[config.mk]
export PLATFORM = sky130hd
export DESIGN_NAME = pin_lock_ctrl
export DESIGN_NICKNAME = d
export VERILOG_FILES = /design/src/rtl/pin_lock_ctrl.sv
export SDC_FILE = /design/constraint.sdc
export NUM_CORES = 1
export LEC_CHECK = 0
export CAP_MARGIN = 0
export CORE_MARGIN = 3
export CORE_UTILIZATION = 45
export DETAILED_ROUTE_END_ITERATION = 8
export PLACE_DENSITY_LB_ADDON = 0.15
export SYNTH_ARGS = -nofsm -noshare
export SYNTH_HDL_FRONTEND = slang
export SYNTH_SLANG_ARGS = --single-unit
export TNS_END_PERCENT = 20
[constraint.sdc]
create_clock -name clk -period 3.2 [get_ports clk]
set_clock_uncertainty 0.1 [all_clocks]
set_input_delay 0.64 -clock clk [delete_from_list [all_inputs] [get_ports clk]]
set_output_delay 0.64 -clock clk [all_outputs]
set_load 0.01 [all_outputs]
[src/rtl/pin_lock_ctrl.sv]
// ============================================================================
// Module   : pin_lock_ctrl
// Summary  : 4-digit BCD PIN entry lock with an unlock timer, error pulse and
//            sticky alarm after repeated consecutive failures.
// Revision : 1.0  initial release
// ============================================================================
`default_nettype none

module pin_lock_ctrl #(
  parameter logic [15:0] PIN_CODE      = 16'h1234,
  parameter int unsigned MAX_TRIES     = 3,
  parameter int unsigned UNLOCK_CYCLES = 8
) (
  input  logic       clk,
  input  logic       rst_n,
  input  logic [3:0] digit,
  input  logic       digit_vld,
  input  logic       clr_alarm,
  output logic       open,
  output logic       error,
  output logic       alarm,
  output logic [1:0] try_cnt
);

  localparam logic [1:0] C_MAX_TRIES = 2'(MAX_TRIES);
  localparam logic [3:0] C_OPEN_LOAD = 4'(UNLOCK_CYCLES - 1);
  localparam logic [1:0] C_LAST_POS  = 2'd3;

  typedef enum logic [2:0] {
    S_IDLE  = 3'd0,
    S_CHECK = 3'd1,
    S_OPEN  = 3'd2,
    S_ERR   = 3'd3,
    S_LOCK  = 3'd4
  } state_t;

  state_t      r_state;
  state_t      w_state_nxt;
  logic [15:0] r_entry;
  logic [15:0] w_entry_nxt;
  logic [1:0]  r_pos;
  logic [1:0]  w_pos_nxt;
  logic [1:0]  r_try;
  logic [1:0]  w_try_nxt;
  logic [3:0]  r_open_cnt;
  logic [3:0]  w_open_cnt_nxt;

  logic        w_digit_ok;
  logic        w_match;
  logic        w_last_try;

  assign w_digit_ok = (digit <= 4'd9);
  assign w_match    = (r_entry == PIN_CODE);
  // Compare at 3 bits so try+1 cannot wrap; >= also covers a saturated count.
  assign w_last_try = (({1'b0, r_try} + 3'd1) >= {1'b0, C_MAX_TRIES});

  always_comb begin
    w_state_nxt    = r_state;
    w_entry_nxt    = r_entry;
    w_pos_nxt      = r_pos;
    w_try_nxt      = r_try;
    w_open_cnt_nxt = r_open_cnt;

    case (r_state)
      S_IDLE: begin
        if (digit_vld) begin
          if (w_digit_ok) begin
            w_entry_nxt = {r_entry[11:0], digit};
            w_pos_nxt   = r_pos + 2'd1;
            if (r_pos == C_LAST_POS) begin
              w_state_nxt = S_CHECK;
            end
          end else begin
            w_entry_nxt = 16'h0000;
            w_pos_nxt   = 2'd0;
          end
        end
      end

      S_CHECK: begin
        w_entry_nxt = 16'h0000;
        if (w_match) begin
          w_try_nxt      = 2'd0;
          w_open_cnt_nxt = C_OPEN_LOAD;
          w_state_nxt    = S_OPEN;
        end else if (w_last_try) begin
          w_try_nxt   = C_MAX_TRIES;
          w_state_nxt = S_LOCK;
        end else begin
          w_try_nxt   = r_try + 2'd1;
          w_state_nxt = S_ERR;
        end
      end

      S_OPEN: begin
        if (r_open_cnt != 4'd0) begin
          w_open_cnt_nxt = r_open_cnt - 4'd1;
        end else begin
          w_state_nxt = S_IDLE;
        end
      end

      S_ERR: begin
        w_state_nxt = S_IDLE;
      end

      S_LOCK: begin
        if (clr_alarm) begin
          w_try_nxt   = 2'd0;
          w_state_nxt = S_IDLE;
        end
      end

      default: begin
        w_state_nxt = S_IDLE;
      end
    endcase
  end

  always_ff @(posedge clk or negedge rst_n) begin
    if (!rst_n) begin
      r_state <= S_IDLE;
    end else begin
      r_state <= w_state_nxt;
    end
  end

  always_ff @(posedge clk or negedge rst_n) begin
    if (!rst_n) begin
      r_entry    <= 16'h0000;
      r_pos      <= 2'd0;
      r_try      <= 2'd0;
      r_open_cnt <= 4'd0;
    end else begin
      r_entry    <= w_entry_nxt;
      r_pos      <= w_pos_nxt;
      r_try      <= w_try_nxt;
      r_open_cnt <= w_open_cnt_nxt;
    end
  end

  assign open    = (r_state == S_OPEN);
  assign error   = (r_state == S_ERR);
  assign alarm   = (r_state == S_LOCK);
  assign try_cnt = r_try;

endmodule

`default_nettype wire

# After elaboration in Yosys (flattened, before gate mapping)
# Cells that the tools add are included.
[word_totals] in_bits=8 out_inout_bits=5 reg_bits=27 wordCells=53
[classes] n_eq_ne=13 n_mux=19 n_reduce_logical=10 n_addsub=4 magnitude_cmp=2
[ops] cell="16-bit 2-to-1 mux" count=2
[ops] cell="16-bit one-hot mux with 2 select lines" count=1
[ops] cell="3-bit 2-to-1 mux" count=7
[ops] cell="16-bit by 13-bit == test with 1-bit output (second input constant)" count=1
[ops] cell="2-bit inequality test (second input constant)" count=6
[ops] cell="3-bit one-hot mux with 4 select lines" count=1
[ops] cell="2-bit 2-to-1 mux" count=4
[ops] cell="4-bit 2-to-1 mux" count=2
[ops] cell="4-bit one-hot mux with 2 select lines" count=1
[ops] cell="3-bit by 2-bit == test with 1-bit output (second input constant)" count=2
[ops] cell="2-bit AND reduction" count=3
[ops] cell="2-bit nonzero test" count=3
[ops] cell="5-bit AND reduction" count=1
[ops] cell="2-bit by 1-bit adder with 2-bit output (second input constant)" count=2
[ops] cell="4-bit <= comparator (second input constant)" count=1
[ops] cell="2-bit one-hot mux with 2 select lines" count=1
[ops] cell="4-bit nonzero test" count=1
[ops] cell="4-bit by 1-bit subtractor with 4-bit output (second input constant)" count=1
[ops] cell="2-bit by 1-bit adder with 3-bit output (second input constant)" count=1
[ops] cell="3-bit by 1-bit == test with 1-bit output (second input constant)" count=1
[ops] cell="3-bit == test (second input constant)" count=1
[ops] cell="3-bit by 2-bit >= comparator with 1-bit output (second input constant)" count=1
[ops] cell="3-bit logical NOT" count=1
[ops] cell="3-bit AND reduction" count=1
[ops] cell="2 further kinds" count=2

# Longest topological paths before layout
# Gate-level depths: netlist of the first run.
[logic_depth] ltp_word=5 depth_mapped=5 depth_no_buf=5

# Least setup slack after synthesis of the first run
# Ideal clock, no wire load.
[synth_path] path_type="input-to-reg" from="in digit[1]" to="reg r_entry[11]" t_arrival_ps=1559 slack_ps=1458 stages=5 required_time_ps=3017 path_cell_list="o21ai_1 nor2b_1 clkbuf_1 nand2_1 o21ai_0"
[synth_between] elab_chain_len=4
[synth_lines] item="start: declaration" line="16" text="input logic [3:0] digit,"
[synth_lines] item="4-bit <= comparator" line="52" text="assign w_digit_ok = (digit <= 4'd9);"
[synth_lines] item="16-bit 2-to-1 mux" line="67" text="if (w_digit_ok) begin"
[synth_lines] item="16-bit 2-to-1 mux" line="66" text="if (digit_vld) begin"
[synth_lines] item="16-bit one-hot mux with 2 select lines" line="64" text="case (r_state)"
[synth_lines] item="end signal: assignment" line="135" text="r_entry <= w_entry_nxt;"
[synth_lines] item="end: declaration" line="39" text="logic [15:0] r_entry;"
# No other way between the ends. The select of a mux whose other input is x is not followed.
# A chain may end at the register's enable or synchronous reset.

# Final worst setup path of the first run
[layout_path] from="reg r_state[1]" to="out open"
[layout_between] elab_chain_len=1
[layout_lines] item="start: declaration" line="37" text="state_t r_state;"
[layout_lines] item="start signal: assignment" line="124" text="r_state <= w_state_nxt;"
[layout_lines] item="3-bit by 2-bit == test with 1-bit output" line="142" text="assign open = (r_state == S_OPEN);"
[layout_lines] item="end: declaration" line="19" text="output logic open,"
# No other way between the ends.

==> run summary, run 1 <==
Crit start category: register
Sw Share: 31.15%
RSZ-0062 raised after global routing: no
Asr flop ratio synth: 100.0%
Post-Synthesis Cells: 138
Worst Tran Pin Value: 0.9112 ns
Outcome: finished clean
Clock Tree Root: clkbuf_4
PwrDens: 494.4 nW/µm²
Setup Fix Bufs, Post-CTS: 0
Period utilisation layout: 77.43%
Seq/Total Area, Yosys: 50.70%
EDFF count, synth: 0
Fin. max-slew vios: 0
Area of the multi-input gates: 619.3 µm²
Row cnt: 19
Post-DR vias/cell: 5.451
Final Hold Violating Endpoints: 0
Max-Slew Margin vs Limit: 39.03%
Wirelength per Cell: 13.93 µm
Routed via count: 1003
Nets: 164
Crit path max fanout: 7
Max-Cap Viols: 0
Worst VDD drop: 0.3166 mV
Antenna fix cells: 0
Setup tns final: 0 ns
Final worst path period need: 2.478 ns
Die Ht: 60.42 µm
CP top delay family: buffers and inverters
Met1 GRT Util: 21.29%
Place WS: 0.5920 ns
Proportion of layout cells with a drive suffix above 1: 10.46%
Area after DPL: 1495 µm²
Total wire length: 2563 µm
Slowest cell on the critical path: clkdlybuf4s50_1
Critical Path RT: 2.46 ns
Most common cell after layout, fill and taps aside: nand2_1
DRT iter0 DRCs: 32
Sequential share of power: 58.5%
M2 GR Usage: 26.54%
CP Launch Point: r_state[1]$_DFFE_PN0P_
Congestion Overflow GR: 0
Vias in the first global route: 942
Post-Syn Area per Cell: 9.656 µm²
Die area: 3650 µm²
DRT antenna net count: 0
H-Tree Depth: 1
First-pass GRT wire length: 4388 µm
Fill count: 264
Number of distinct library cells after synthesis: 36
Net Count, Synth: 148
FMAX: 403.6 MHz
Cell Int Power: 518.0 µW
Yosys warns: 0
Core ar.: 2781 µm²
Die width: 60.42 µm
Worst R2R Start: r_state[2]$_DFFE_PN0P_
Slowest stage delay, CP: 0.59 ns
I/O pin count: 13
Largest net degree at the start of global routing: 28
Logic gate share of total power: 21.6%
CTS sink cnt: 27
Flip-flop and latch area: 675.6 µm²
Critical path arrival: 1.74 ns
Initial antenna violation count: 0
# resized after CTS: 0
Final Cell Area: 1521 µm²
Final WS setup: 0.7223 ns
Clock power share: 19.9%
DR DRC count: 0
Switching power: 234.3 µW
Overall Global Routing Usage: 16.38%
Clk_lat worst skew: 0.33 ns
Final HPWL DP: 1815 µm
GR Util met3: 1.915%
Most frequent cells in the layout: 33 x nand2_1, 27 x dfrtp_1, 12 x clkdlybuf4s50_1
RePlAce Congestion: 0.7866
Hold WC Path Type: register to register
Reg clk slew, reported paths: 0.14 ns
Worst Path Buf+Inv: 1
Layout Area Growth over Synthesis: 14.18%
CTS buffer count: 3
Clock Tree Buf Depth: 2
Ys flop type: dfrtp_1
Hold WS: 0.3912 ns
TritonRoute pass-1 iters: 4
CTS tree: built
Initial Util: 47.91%
Seq cells post-synth: 27
Worst Min Path Start: r_pos[1]$_DFFE_PN0P_
Worst Setup End Kind: primary output
# hold bufs at CTS: 0
Endpoints failing setup: 0
Reg2Reg Setup Slack: 1.24 ns
IO buf count: 12
Syn Std Cell Area: 1333 µm²
Crit path kind: register to primary output
Critical path, cell by cell: nor3b_4 -> clkdlybuf4s50_1
Leak: 0.0006832 µW
Busiest grt layer: met2
[logic make-up (layout without fill, tap and decap cells)]
kind of cell | after synthesis | count (layout) | share of synthesized area (%)
AND/OR/NAND/NOR | 67 | 67 | 28.36
AO/OA/AOI/OAI | 32 | 32 | 15.59
flip-flops | 27 | 27 | 50.70
buffers and inverters | 9 | 24 | 2.816
adder cells (fa/ha/maj) | 2 | 2 | 1.878
XOR/XNOR | 1 | 1 | 0.6574
[stage by stage]
step | power [µW] | utilization, % | instances
floorplan | 545.1 | - | 138
global placement | 604.6 | 53.76 | 180
detailed placement | 612.3 | 53.76 | 180
CTS | 765.9 | 54.70 | 184
global route | 811.1 | 54.70 | 184
finish | 752.3 | 54.70 | 184
[cell type report]
cell class              instances  area share [%]
clock buffers                   4           1.727
multi-input cells             102           40.71
flip-flops and latches         27           44.41
inverters                       5           1.234
well taps                      31           2.549
repair buffers                 15           9.375
[layer usage]
layer	part of all wire [%]	vias to the layer above	routed length [µm]
met3	1.9	5	48
met5	0	-	0
met2	46	10	1169
met4	2.5	0	64
li1	-	514	-
met1	50	474	1280
[tightest hold or removal path: cells and delay by family, from the launching register on]
family	cells	cell delay, ns
DFF	1	0.37
and+or+nand+nor	2	0.10
[cells in the mapped netlist (all sizes together), types with 2 or more instances]
master   n  area share, %
a21o     2            1.1
nor2     7            2.0
nand3    7            2.6
o21ai   11            4.1
a22oi    2            1.9
a21oi   10            3.8
a211o    2            1.3
nor3b    3            2.9
nor4b    4            4.0
nand2   33            9.3
nand3b   2            1.1
inv      5            1.4
and2     2           0.94
ha       2            1.9
buf      3            1.1
dfrtp   27             51
[power by group through the flow]
stage               Sequential, µW  Clock [µW]  Combinational [µW]
floorplan                      439           0                 106
global placement               445           0                 160
detailed placement             448           0                 165
CTS                            440         161                 165
global route                   450         173                 188
finish                         440         150                 162
[state kept, by name (all words and copies together) (netlist names)]
signal / flops
try_cnt: 2
r_state: 3
r_entry: 16
r_pos: 2
r_open_cnt: 4
[path summary, 6_finish.rpt]
path | depth (start not counted) | end
min in group asynchronous | 2 | r_entry[12]$_DFFE_PN0P_
min | 2 | r_pos[1]$_DFFE_PN0P_
max | 2 | open
min reg2reg | 2 | r_pos[1]$_DFFE_PN0P_
max reg2reg | 4 | r_entry[9]$_DFFE_PN0P_
max in group asynchronous | 2 | r_state[2]$_DFFE_PN0P_
No activity file was read; power rests on OpenSTA's default activity.
==> run 2: changes to the inputs <==
- clock period: 3.2 -> 2.25 ns (I/O delays scaled with it)
==> run 2 against run 1 <==
  * Flip-flop and latch count did not move
  * First-iteration DRC count fell by 13%
  * Register-to-register slack got worse by 1.0 ns
  * Critical endpoint is now error
  * Critical path type unchanged
==> run summary, run 2 (synthesis gave the netlist of run 1 again) <==
Outcome: finished clean
Max-Slew Margin vs Limit: 37.97%
DRT iter0 DRCs: 28
Proportion of layout cells with a drive suffix above 1: 15.82%
H-Tree Depth: 1
Register bank with the most flops: r_entry
Nets: 169
Crit path kind: register to primary output
Total wire length: 2471 µm
RSZ-0062 raised after global routing: no
CTS tree: built
Initial antenna violation count: 0
Routed via count: 1018
Die area: 3650 µm²
CTS buffer count: 3
Worst Tran Pin Value: 0.9270 ns
Final worst path period need: 2.133 ns
Overall Global Routing Usage: 15.14%
First-pass GRT wire length: 4146 µm
I/O pin count: 13
Most frequent cells in the layout: 33 x nand2_1, 24 x dfrtp_1, 11 x clkdlybuf4s50_1
Reg clk slew, reported paths: 0.15 ns
Final WS setup: 0.1173 ns
Vias in the first global route: 930
Worst Setup End Kind: primary output
# hold bufs at CTS: 0
Clk_lat worst skew: 0.33 ns
Clock Tree Root: clkbuf_4
Max FFs per register: 16
FF-to-FF path depth: 4
Crit start category: register
Place WS: -0.005023 ns
Most common cell after layout, fill and taps aside: nand2_1
Row cnt: 19
RePlAce Congestion: 0.7673
Die Ht: 60.42 µm
Reg2Reg Setup Slack: 0.22 ns
Final Util: 56.41%
Initial Util: 47.91%
Max-Cap Viols: 0
Period utilisation layout: 94.79%
Leak: 0.0007209 µW
Final HPWL DP: 1811 µm
Wirelength per Cell: 13.07 µm
Worst VDD drop: 0.5810 mV
DR DRC count: 0
Worst R2R Start: r_state[0]$_DFFE_PN0P_
Die width: 60.42 µm
PwrDens: 687.1 nW/µm²
TritonRoute pass-1 iters: 4
Critical path arrival: 1.58 ns
Largest net degree at the start of global routing: 28
FMAX: 468.9 MHz
CTS sink cnt: 27
Fin. max-slew vios: 0
Final Hold Violating Endpoints: 0
Biggest regs: r_entry: 16 flops, r_open_cnt: 4 flops, r_state: 3 flops
Crit path max fanout: 7
Congestion Overflow GR: 0
IO buf count: 12
DRT antenna net count: 0
Clock Tree Buf Depth: 2
FF-to-FF End: r_entry[9]$_DFFE_PN0P_
Layout Area Growth over Synthesis: 17.75%
Core ar.: 2781 µm²
Critical Path RT: 1.70 ns
Antenna fix cells: 0
Setup tns final: 0 ns
Post-DR vias/cell: 5.386
Hold WC Path Type: primary input to asynchronous set/reset pin
Endpoints failing setup: 0
Tot Pwr: 1078 µW
run 2: cell type report:
| class | count | area (µm²) |
|---|---|---|
| fill | 256 | 1212 |
| sequential | 27 | 679.4 |
| multi-input combinational | 102 | 619.3 |
| timing repair buffer | 20 | 182.7 |
| tap | 31 | 38.79 |
| clock buffer | 3 | 22.52 |
| inverter | 5 | 18.77 |
| clock inverter | 1 | 7.507 |
run 2: how the worst max path moves through the flow:
stage | slack (ns) | cells past startpoint | from | end
6_report | 0.12 | 2 | r_state[2]$_DFFE_PN0P_ | error
5_1_grt | 0.03 | 2 | r_state[2]$_DFFE_PN0P_ | open
4_1_cts | 0.01 | 4 | r_state[1]$_DFFE_PN0P_ | alarm
3_5_place_dp | -0.005 | 4 | digit_vld | r_entry[8]$_DFFE_PN0P_
3_3_place_gp | 0.07 | 4 | digit_vld | r_entry[8]$_DFFE_PN0P_
2_1_floorplan | 0.61 | 4 | r_entry[10]$_DFFE_PN0P_ | r_open_cnt[2]$_DFFE_PN0P_
run 2: critical path: stages (launching register included):
cell,delay (ns)
dfrtp_2,0.50
and3b_1,0.23
clkdlybuf4s50_1,0.53
run 2: repair_timing:
action / CTS / global route
buffers inserted: 1 / 2
gates resized for setup: 1 / 3
endpoints found under the setup margin: 2 / 2
run 2: power breakdown:
group / total, µW / switching, µW / internal (µW) / leakage [µW]
registers: 626 / 66.3 / 560 / 0.000355
logic: 236 / 124 / 112 / 0.000351
clock network: 216 / 148 / 68.0 / 0.0000139
total: 1080 / 338 / 740 / 0.000721
run 2: metal layers:
layer,GRT usage (%),part of all wire (%),up-vias
met2,24.23,49,5
met4,6.502,0.85,0
met5,0,0,-
met1,20.82,48,489
met3,1.915,1.9,2
li1,-,-,522
run 2: per-stage QoR:
stage               instance area (µm²)  hold slack, ns  instances
floorplan                          1333         0.05441        138
global placement                   1510          0.3544        182
detailed placement                 1510          0.3619        182
CTS                                1549          0.3682        187
global route                       1569          0.3730        189
finish                             1569          0.3594        189
==> run 3: changes to the inputs <==
- REMOVE_ABC_BUFFERS: not set -> 1
==> run 3 against run 2 <==
  * Via count increased by 0.29%
  * Fmax is 2.3% lower
  * Largest power group unchanged
  * Sequential share of layout area is 0.27 points higher
  * Clock power shrank 3%
  * Critical endpoint is now open
  * Count of clock-buffer cells in the layout is 1 higher
  * Largest cell class unchanged
==> run summary, run 3 (synthesis gave the netlist of run 1 again) <==
Outcome: finished clean
Period utilisation layout: 97.03%
Final HPWL DP: 1799 µm
Antenna fix cells: 0
Congestion Overflow GR: 0
Fin. max-slew vios: 0
Critical Path RT: 1.70 ns
Logic gate share of total power: 22.0%
Register bank with the most flops: r_entry
Switching power: 330.1 µW
Area of the multi-input gates: 619.3 µm²
Post-DR vias/cell: 5.431
Initial antenna violation count: 0
Crit path max fanout: 7
I/O pin count: 13
Final Hold Violating Endpoints: 0
Clock Tree Buf Depth: 2
Vias in the first global route: 1020
Final Util: 55.96%
Hold WS: 0.3713 ns
Core ar.: 2781 µm²
IO buf count: 12
Reg clk slew, reported paths: 0.14 ns
FMAX: 458.1 MHz
CTS buffer count: 3
Final worst path period need: 2.183 ns
Layout Area Growth over Synthesis: 16.81%
Wirelength per Cell: 13.35 µm
Cell Int Power: 741.6 µW
Max FFs per register: 16
Crit path kind: register to primary output
Worst VDD drop: 0.4342 mV
Critical path arrival: 1.63 ns
Final Cell Area: 1556 µm²
Most frequent cells in the layout: 33 x nand2_1, 25 x dfrtp_1, 11 x clkdlybuf4s50_1
Flip-flop and latch area: 678.2 µm²
Clk_lat worst skew: 0.33 ns
Area after DPL: 1510 µm²
Worst Setup End Kind: primary output
CTS tree: built
# hold bufs at CTS: 0
CTS sink cnt: 27
Fill count: 266
Most common cell after layout, fill and taps aside: nand2_1
Sequential share of power: 58.4%
Overall Global Routing Usage: 16.21%
Max-Cap Viols: 0
Endpoints failing setup: 0
Max-Slew Margin vs Limit: 39.03%
Die Ht: 60.42 µm
Sw Share: 30.80%
Initial Util: 47.91%
Largest net degree at the start of global routing: 28
Biggest regs: r_entry: 16 flops, r_open_cnt: 4 flops, r_state: 3 flops
H-Tree Depth: 1
TritonRoute pass-1 iters: 4
DRT antenna net count: 0
Die width: 60.42 µm
DRT iter0 DRCs: 21
Die area: 3650 µm²
Clock power share: 19.6%
Hold WC Path Type: primary input to asynchronous set/reset pin
RSZ-0062 raised after global routing: no
Leak: 0.0007181 µW
First-pass GRT wire length: 4464 µm
Row cnt: 19
Routed via count: 1021
Total wire length: 2510 µm
PwrDens: 688.6 nW/µm²
Crit start category: register
DR DRC count: 0
Proportion of layout cells with a drive suffix above 1: 14.01%
Worst Tran Pin Value: 0.9112 ns
RePlAce Congestion: 0.7498
Nets: 168
Clock Tree Root: clkbuf_4
-- run 3: cell types whose count changed in the layout (fill, tap and decap cells not counted), sizes merged --
cell      delta
clkinvlp     -1
buf          -1
clkbuf       +1
-- run 3: per-layer routing --
| layer | wire length [µm] | GRT usage [%] | vias up |
|---|---|---|---|
| li1 | - | - | 521 |
| met1 | 1219 | 21.12 | 485 |
| met2 | 1193 | 27.16 | 10 |
| met3 | 51 | 2.553 | 5 |
| met4 | 46 | 6.502 | 0 |
| met5 | 0 | 0 | - |
-- run 3: path summary, 6_finish.rpt --
check | slack [ns] | startpoint | endpoint | cells after the start
worst max-delay path | 0.07 | r_state[2]$_DFFE_PN0P_ | open | 2
worst min-delay path | 0.37 | rst_n | r_entry[8]$_DFFE_PN0P_ | 2
worst max register to register | 0.37 | r_state[0]$_DFFE_PN0P_ | r_entry[9]$_DFFE_PN0P_ | 3
worst min register to register | 0.39 | r_pos[0]$_DFFE_PN0P_ | r_pos[0]$_DFFE_PN0P_ | 1
max in group asynchronous | 1.40 | rst_n | r_state[1]$_DFFE_PN0P_ | 2
min in group clk | 0.39 | r_pos[0]$_DFFE_PN0P_ | r_pos[0]$_DFFE_PN0P_ | 1
-- run 3: layout make-up --
cell class	instances	share of cell area, %
clock buffer	4	1.688
timing repair buffer	19	11.25
multi-input combinational	102	39.79
sequential	27	43.57
tap	31	2.492
inverter	5	1.206
-- run 3: worst max-delay path, stage by stage, from the launching register on --
cell and delay [ns]:
dfrtp_1 0.50, nor3b_4 0.24, clkdlybuf4s50_1 0.56
-- run 3: power by group through the flow --
stage	Combinational [µW]	Clock, µW	Sequential, µW
floorplan	144	0	624
global placement	232	0	632
detailed placement	239	0	636
CTS	239	222	627
global route	271	234	640
finish	236	210	626
-- run 3: stage by stage --
step	power (µW)	std cells	TNS [ns]	setup WS, ns
2_1_floorplan	768.4	134	-1.012	-0.1204
3_3_place_gp	863.6	182	0	0.07333
3_5_place_dp	875.0	182	-0.01408	-0.01408
4_1_cts	1087	187	0	0.003134
5_1_grt	1146	188	0	0.004210
6_report	1072	188	0	0.06690
-- run 3: repair_timing --
action                                  CTS  global route
pin swaps                                 1             0
endpoints found under the setup margin    1             1
gates resized for setup                   1             2
setup buffers                             1             1
